$ cat src/rtl/parking_gate_scheduler.sv
// parking_gate_scheduler: round-robin owner of a shared parking barrier with occupancy tracking
module parking_gate_scheduler #(
    parameter logic [7:0]  CAPACIDAD = 8'd50,
    parameter logic [15:0] TIMEOUT   = 16'd1000
) (
    input  logic       clock,
    input  logic       reset,
    input  logic       req_entrada,
    input  logic       req_salida,
    input  logic       sensor_paso,
    output logic       compuerta_abrir,
    output logic       grant_entrada,
    output logic       grant_salida,
    output logic [7:0] ocupacion,
    output logic       lleno,
    output logic       vacio,
    output logic       alarma_timeout
);
    typedef enum logic [2:0] {IDLE, ABIERTA_ENT, ABIERTA_SAL, PASANDO, ALARMA} state_t;

    state_t      state_q, state_d;
    logic [7:0]  ocupacion_q, ocupacion_d;
    logic [15:0] timer_q, timer_d;
    logic        ultimo_salida_q, ultimo_salida_d;
    logic        sensor_prev_q, sensor_prev_d;
    logic        salida, paso, expira, eleg_ent, eleg_sal;

    assign lleno    = ocupacion_q == CAPACIDAD;
    assign vacio    = ocupacion_q == 8'd0;
    assign eleg_ent = req_entrada && !lleno;
    assign eleg_sal = req_salida && !vacio;
    assign salida   = state_q == ABIERTA_SAL;
    assign paso     = sensor_paso && !sensor_prev_q;
    assign expira   = timer_q == TIMEOUT - 16'd1;

    // Moore outputs; in PASANDO the served lane is the one just recorded in ultimo_salida
    assign compuerta_abrir = state_q == ABIERTA_ENT || state_q == ABIERTA_SAL || state_q == PASANDO;
    assign grant_entrada   = state_q == ABIERTA_ENT || (state_q == PASANDO && !ultimo_salida_q);
    assign grant_salida    = state_q == ABIERTA_SAL || (state_q == PASANDO && ultimo_salida_q);
    assign alarma_timeout  = state_q == ALARMA;
    assign ocupacion       = ocupacion_q;

    // Next state: arbitration in IDLE, pass/timeout resolution while open, hold while a vehicle is under the bar
    always_comb begin
        state_d         = state_q;
        ocupacion_d     = ocupacion_q;
        timer_d         = '0;
        ultimo_salida_d = ultimo_salida_q;
        sensor_prev_d   = sensor_paso;
        case (state_q)
            IDLE: begin
                if (eleg_ent && eleg_sal) state_d = ultimo_salida_q ? ABIERTA_ENT : ABIERTA_SAL;
                else if (eleg_ent)        state_d = ABIERTA_ENT;
                else if (eleg_sal)        state_d = ABIERTA_SAL;
            end
            ABIERTA_ENT, ABIERTA_SAL: begin
                if (paso) begin
                    state_d         = PASANDO;
                    ultimo_salida_d = salida;
                    ocupacion_d     = salida ? (vacio ? ocupacion_q : ocupacion_q - 8'd1)
                                             : (lleno ? ocupacion_q : ocupacion_q + 8'd1);
                end else if (expira) begin
                    state_d         = ALARMA;
                    ultimo_salida_d = salida;
                end else begin
                    timer_d = timer_q + 16'd1;
                end
            end
            PASANDO: state_d = sensor_paso ? PASANDO : IDLE;
            default: state_d = IDLE;
        endcase
    end

    // State registers; reset clears everything and hands the first tie to the entry lane
    always_ff @(posedge clock or posedge reset) begin
        if (reset) begin
            state_q         <= IDLE;
            ocupacion_q     <= '0;
            timer_q         <= '0;
            ultimo_salida_q <= 1'b1;
            sensor_prev_q   <= 1'b0;
        end else begin
            state_q         <= state_d;
            ocupacion_q     <= ocupacion_d;
            timer_q         <= timer_d;
            ultimo_salida_q <= ultimo_salida_d;
            sensor_prev_q   <= sensor_prev_d;
        end
    end
endmodule

$ cat config.mk
export PLATFORM = sky130hd
export DESIGN_NAME = parking_gate_scheduler
export DESIGN_NICKNAME = d
export VERILOG_FILES = /design/src/rtl/parking_gate_scheduler.sv
export SDC_FILE = /design/constraint.sdc
export NUM_CORES = 1
export LEC_CHECK = 0
export ABC_AREA = 1
export CORE_AREA = 2 2 65 67
export CTS_BUF_LIST = sky130_fd_sc_hd__clkbuf_8 sky130_fd_sc_hd__clkbuf_16
export DETAILED_ROUTE_END_ITERATION = 7
export DIE_AREA = 0 0 67 69
export PLACE_DENSITY_LB_ADDON = 0.2
export SLEW_MARGIN = 0
export SYNTH_ARGS = -nofsm -noshare
export SYNTH_HDL_FRONTEND = slang
export SYNTH_SLANG_ARGS = --single-unit
$ cat constraint.sdc
create_clock -name clock -period 1.9 [get_ports clock]
set_clock_uncertainty 0.1 [all_clocks]
set_input_delay 0.285 -clock clock [delete_from_list [all_inputs] [get_ports clock]]
set_output_delay 0.285 -clock clock [all_outputs]
set_load 0.01 [all_outputs]
Word level (Yosys, flattened, before mapping)
Index checks and enable logic that the tools add are counted.

Logic and storage cells: 55. Bits in registers: 29. Output and inout bits: 14. Bits of input ports: 5.

Muxes and demuxes: 16. Reductions and logical operators: 21. Add/sub/neg operators: 3. Eq/ne operators: 10.

Operators by type and width (number): $mux 16 (3); $mux 8 (3); $add 16x1->16 const B (1); $eq 16x10->1 const B (1); $mux 3 (5); $pmux 3 s3 (1); $add 8x1->8 const B (1); $eq 8x6->1 const B (1); $logic_not 8->1 (1); $sub 8x1->8 const B (1); $eq 3x2->1 const B (2); $logic_and 1x1->1 (6); $logic_not 1->1 (4); $logic_or 1x1->1 (4); $mux 2 (2); $ne 4x4->1 const B (1); $reduce_and 2->1 (2); $reduce_and 4->1 (1); $eq 3x1->1 const B (1); $eq 3x3->1 const B (1); $logic_not 3->1 (1); $ne 3x3->1 const B (1); $mux 1 (2); $ne 2x1->1 const B (1); other kinds (3) (3).

Logic depth before layout (Yosys ltp)
Depth in word-level cells: 7. Gate-level depth with buffers: 12. Mapped depth without buffers: 12.

Least setup slack after synthesis
No wires, ideal clock.

Path kind: register to register. Start point: register state_q[0]. End point: register ocupacion_q[7] (netlist: ocupacion[7]). Required time: 1.684 ns. Library setup time: 0.116 ns. Slack: 0.010 ns. Buffers on the path: 0. Cell stages (with the launch flop): 12. Period minus slack after synthesis: 1.890 ns. Arrival time: 1.674 ns. Path through: dfrtp_1 -> inv_2 -> nand3_4 -> inv_1 -> ha_1 -> a21o_1 -> a21boi_0 -> nand2_1 -> nand2_1 -> nand2_1 -> nand2_1 -> nand2_1.

Word-level cells in the longest chain between the ends: 3. Elaborated cells on any way between the ends: 7. Classes of those cells: 4 x eq/ne; 1 x mux; 2 x reduce/logical.

RTL lines: from (decl) (RTL line 21) `state_t state_q, state_d;`; from (signal assigned) (RTL line 83) `state_q <= state_d;`; $eq 3x2->1 (*) (RTL line 32) `assign salida = state_q == ABIERTA_SAL;`; net salida (RTL line 26) `logic salida, paso, expira, eleg_ent, eleg_sal;`; $ne 2x2->1 (no line), or another cell as far along; $reduce_and 4->1 (no line); to (signal assigned) (RTL line 84) `ocupacion_q <= ocupacion_d;`; to (decl) (RTL line 22) `logic [7:0] ocupacion_q, ocupacion_d;`.

The timed path passes the listed nets; every way through them passes the cells marked *. A chain may end at the register's enable or synchronous reset.

Worst setup path after layout
Start point: register state_q[2]. End point: register ocupacion_q[6] (netlist: ocupacion[6]).

Same word-level chain as after synthesis.

==> results.yml <==
setup_path:
  critical_path_arrival_ns: 2.02
  path_cells: "inv_2 > nand3_4 > clkinvlp_4 > buf_4 > ha_4 > nand2_1 > inv_1 > o21ai_2 > nand3_1 > nand2_1 > nand2_1 > nand2_1 > nand2_1"
  critPathMaxStageDelay_ns: 0.37
  critPathKind: "register to register"
  cp_common_cell: "sky130_fd_sc_hd__nand2_1"
  worst_path_max_delay_cell: "sky130_fd_sc_hd__dfrtp_1"
  crit_path_start_kind: "register"
  critPathMaxFanout: 7
  cp_data_required_time_ns: 1.97
  end_kind: "register"
sta:
  tightestPinTransition_ns: 0.3906
  slew_headroom_pct: 73.96
  finalCriticalPeriod_ns: 1.950
  post-route-period-util_pct: 102.7
  timing.final.hold_violations: 0
  setup_total_negative_slack_ns: -0.06031
  timing_max_transition_violations_final: 0
  whs_ns: 0.2872
  final_critical_path_setup_slack_ns: -0.05040
  setup_repair_after_global_routing_missed_its_margin: "true"
  setup_viol: 2
  highest_achievable_clock_rate_ghz: 0.5127
clock_network:
  cts_buffers: 5
  tritoncts: "yes"
  number_of_clock_sinks: 29
  cts.clk_slew.worst_paths_ns: 0.07
  root_buffer: "sky130_fd_sc_hd__clkbuf_8"
  cts.htree.levels: 2
  holdBufCountCts: 0
  clock_path_buffers: 2
  clk-insertion-delay-late_ns: 0.28
finish:
  filler_cell_count: 357
  regArea_um2: 728.2
  stdcell_count: 355
  antenna_cells: 0
  multi_input_area_um2: 1121
  post_layout_inst_area_um2: 2516
  finish.net_count: 317
  layout.core_utilization_pct: 64.29
  mostFrequentLayoutCell: "sky130_fd_sc_hd__nand2_1"
  layout.cells.most_common_list: "sky130_fd_sc_hd__nand2_1 (65), sky130_fd_sc_hd__inv_1 (35), sky130_fd_sc_hd__nor2_1 (29)"
  area_delta_synth_final_pct: 28.50
  post_route_cells_drive_above_1_share_pct: 23.28
yosys:
  synth_flop_cell: "sky130_fd_sc_hd__dfrtp_1"
  synthArstFlopShare_pct: 100.0
  synthesis.instances: 261
  unique_cell_type_count_in_the_yosys_netlist: 33
  yosys_warns: 0
  syn_nets: 274
  synthesized_area_divided_by_synthesized_cell_count_um2: 7.502
  post_synthesis_instance_area_um2: 1958
  synthesized_flop_and_latch_total: 29
  synth_enable_flop_cells: 0
  share_of_synthesized_area_occupied_by_flip_flops_and_latches_pct: 37.12
die:
  fp-row-count: 23
  die_y_um: 69
  die-area_um2: 4623
  io-pin-count: 19
  initial_utilization_pct: 50.03
  core_area_um2: 3914
  die_wd_um: 67
placed_design:
  io_buffers: 18
  gpl.final_weighted_congestion: 0.9391
  dp.final_hpwl_um: 3115
  placed_cells_incl_taps: 341
  dp_slack_ns: -0.001620
  placedInstanceArea_um2: 2283
run_status:
  failed_checks: "setup timing"
  status: "finished with violations"
routing:
  finalWirelength_um: 4633
  number_of_vias_per_cell: 5.152
  vias: 1829
  first_pass_iters: 4
  remaining_drc_errors: 0
  initialDrtViolationCount: 150
  detail-route-antenna-nets: 0
  wl_per_cell_um: 13.05
power:
  swShare_pct: 42.80
  cellLeakagePower_nw: 1.241
  intPower_mw: 2.027
  power_density_normalized_to_cell_area_nw_per_um2: 1408
  sequential_fraction_of_design_power_pct: 25.2
  power.total_mw: 3.544
  p_switching_mw: 1.517
  clkPwrFrac_pct: 16.0
  vdd.ir_drop.worst_mv: 0.8774
  power.share.combinational_pct: 58.8
global_route:
  pin_count_of_the_biggest_net_entering_global_routing: 30
  antenna_found_initial: 0
  grt_first_pass_wirelength_um: 7251
  gr-usage-all-layers_pct: 20.29
  first_global_vias: 1618
  grt_overflow: 0
flow_run:
  drv_cap: 0
worst_hold_path:
  hold_path.class: "input port to asynchronous set/reset pin"
state kept, by name, indices dropped and copies added, names as in the netlist:
name	count
ocupacion	8
timer_q	16
state_q	3
sensor_prev_q	1
ultimo_salida_q	1
final timing paths:
kind / cells past startpoint / start / slack [ns] / to
setup / recovery: 13 / state_q[2] / -0.05 / ocupacion[6]
hold / removal: 3 / reset / 0.29 / timer_q[15]
setup reg to reg: 13 / state_q[2] / -0.05 / ocupacion[6]
hold reg to reg: 1 / timer_q[0] / 0.39 / timer_q[0]
max in group asynchronous: 3 / reset / 1.10 / ultimo_salida_q
min in group clock: 1 / timer_q[0] / 0.39 / timer_q[0]
synthesized netlist by cell type, types with 2 or more instances:
master / number / area share (%)
sky130_fd_sc_hd__nor2_1: 30 / 5.8
sky130_fd_sc_hd__inv_2: 2 / 0.38
sky130_fd_sc_hd__o21ai_0: 4 / 1.0
sky130_fd_sc_hd__nand2_2: 3 / 0.96
sky130_fd_sc_hd__nor2_2: 5 / 1.6
sky130_fd_sc_hd__o21ai_2: 7 / 3.1
sky130_fd_sc_hd__ha_1: 7 / 4.5
sky130_fd_sc_hd__a21oi_1: 8 / 2.0
sky130_fd_sc_hd__buf_6: 2 / 1.2
sky130_fd_sc_hd__dfrtp_1: 28 / 36
sky130_fd_sc_hd__inv_1: 38 / 7.3
sky130_fd_sc_hd__nand3_4: 2 / 1.8
sky130_fd_sc_hd__nand2_1: 65 / 12
sky130_fd_sc_hd__xnor2_1: 2 / 0.89
sky130_fd_sc_hd__xor2_1: 5 / 2.2
sky130_fd_sc_hd__nand4_1: 8 / 2.6
sky130_fd_sc_hd__nand3_1: 19 / 4.9
sky130_fd_sc_hd__nor2_4: 2 / 1.2
sky130_fd_sc_hd__nor3_1: 10 / 2.6
power by group through the flow:
| stage | logic (mW) | registers, mW | clock network, mW |
|---|---|---|---|
| floorplan | 1.15 | 0.906 | 0 |
| global placement | 1.79 | 0.874 | 0 |
| detailed placement | 1.81 | 0.874 | 0 |
| CTS | 1.84 | 0.872 | 0.588 |
| global route | 2.30 | 0.907 | 0.626 |
| finish | 2.08 | 0.894 | 0.566 |
layout make-up:
| cell class | count | area share, % |
|---|---|---|
| clock buffers | 7 | 3.829 |
| clock inverters | 1 | 0.1989 |
| inverters | 42 | 6.813 |
| multi-input cells | 188 | 44.56 |
| flip-flops and latches | 29 | 28.94 |
| well taps | 50 | 2.486 |
| repair buffers | 38 | 13.18 |
critical path: cells and delay by family (launching register included):
kind / cells / cell delay (ns)
flops: 1 / 0.37
fa+ha+maj: 1 / 0.21
simple gates: 7 / 0.44
buf+inv: 4 / 0.55
compound gates: 1 / 0.15
cell families (layout without fill, tap and decap cells):
family | Yosys count | after routing | synth area share [%]
xor gates and xnor gates | 7 | 7 | 3.131
AOI/OAI and AO/OA | 23 | 23 | 8.052
DFF | 29 | 29 | 37.12
adders and majority gates | 8 | 8 | 5.495
buffers and inverters | 44 | 88 | 9.713
and+or+nand+nor | 150 | 150 | 36.49
per-layer routing:
metal	up-vias	routed length (um)	share of wire, %	track usage, %
li1	925	-	-	-
met1	859	2027	44	26.51
met2	37	2347	51	32.45
met3	8	170	3.7	5.057
met4	0	88	1.9	6.576
met5	-	0	0	0
what timing repair did:
action	CTS	global route
gates resized for setup	10	14
pin swaps	0	6
setup endpoints to repair	6	6
buffers inserted	0	6
cloned	0	0
endpoints found under the hold margin	0	0
Power figures use the tool's default switching activity.
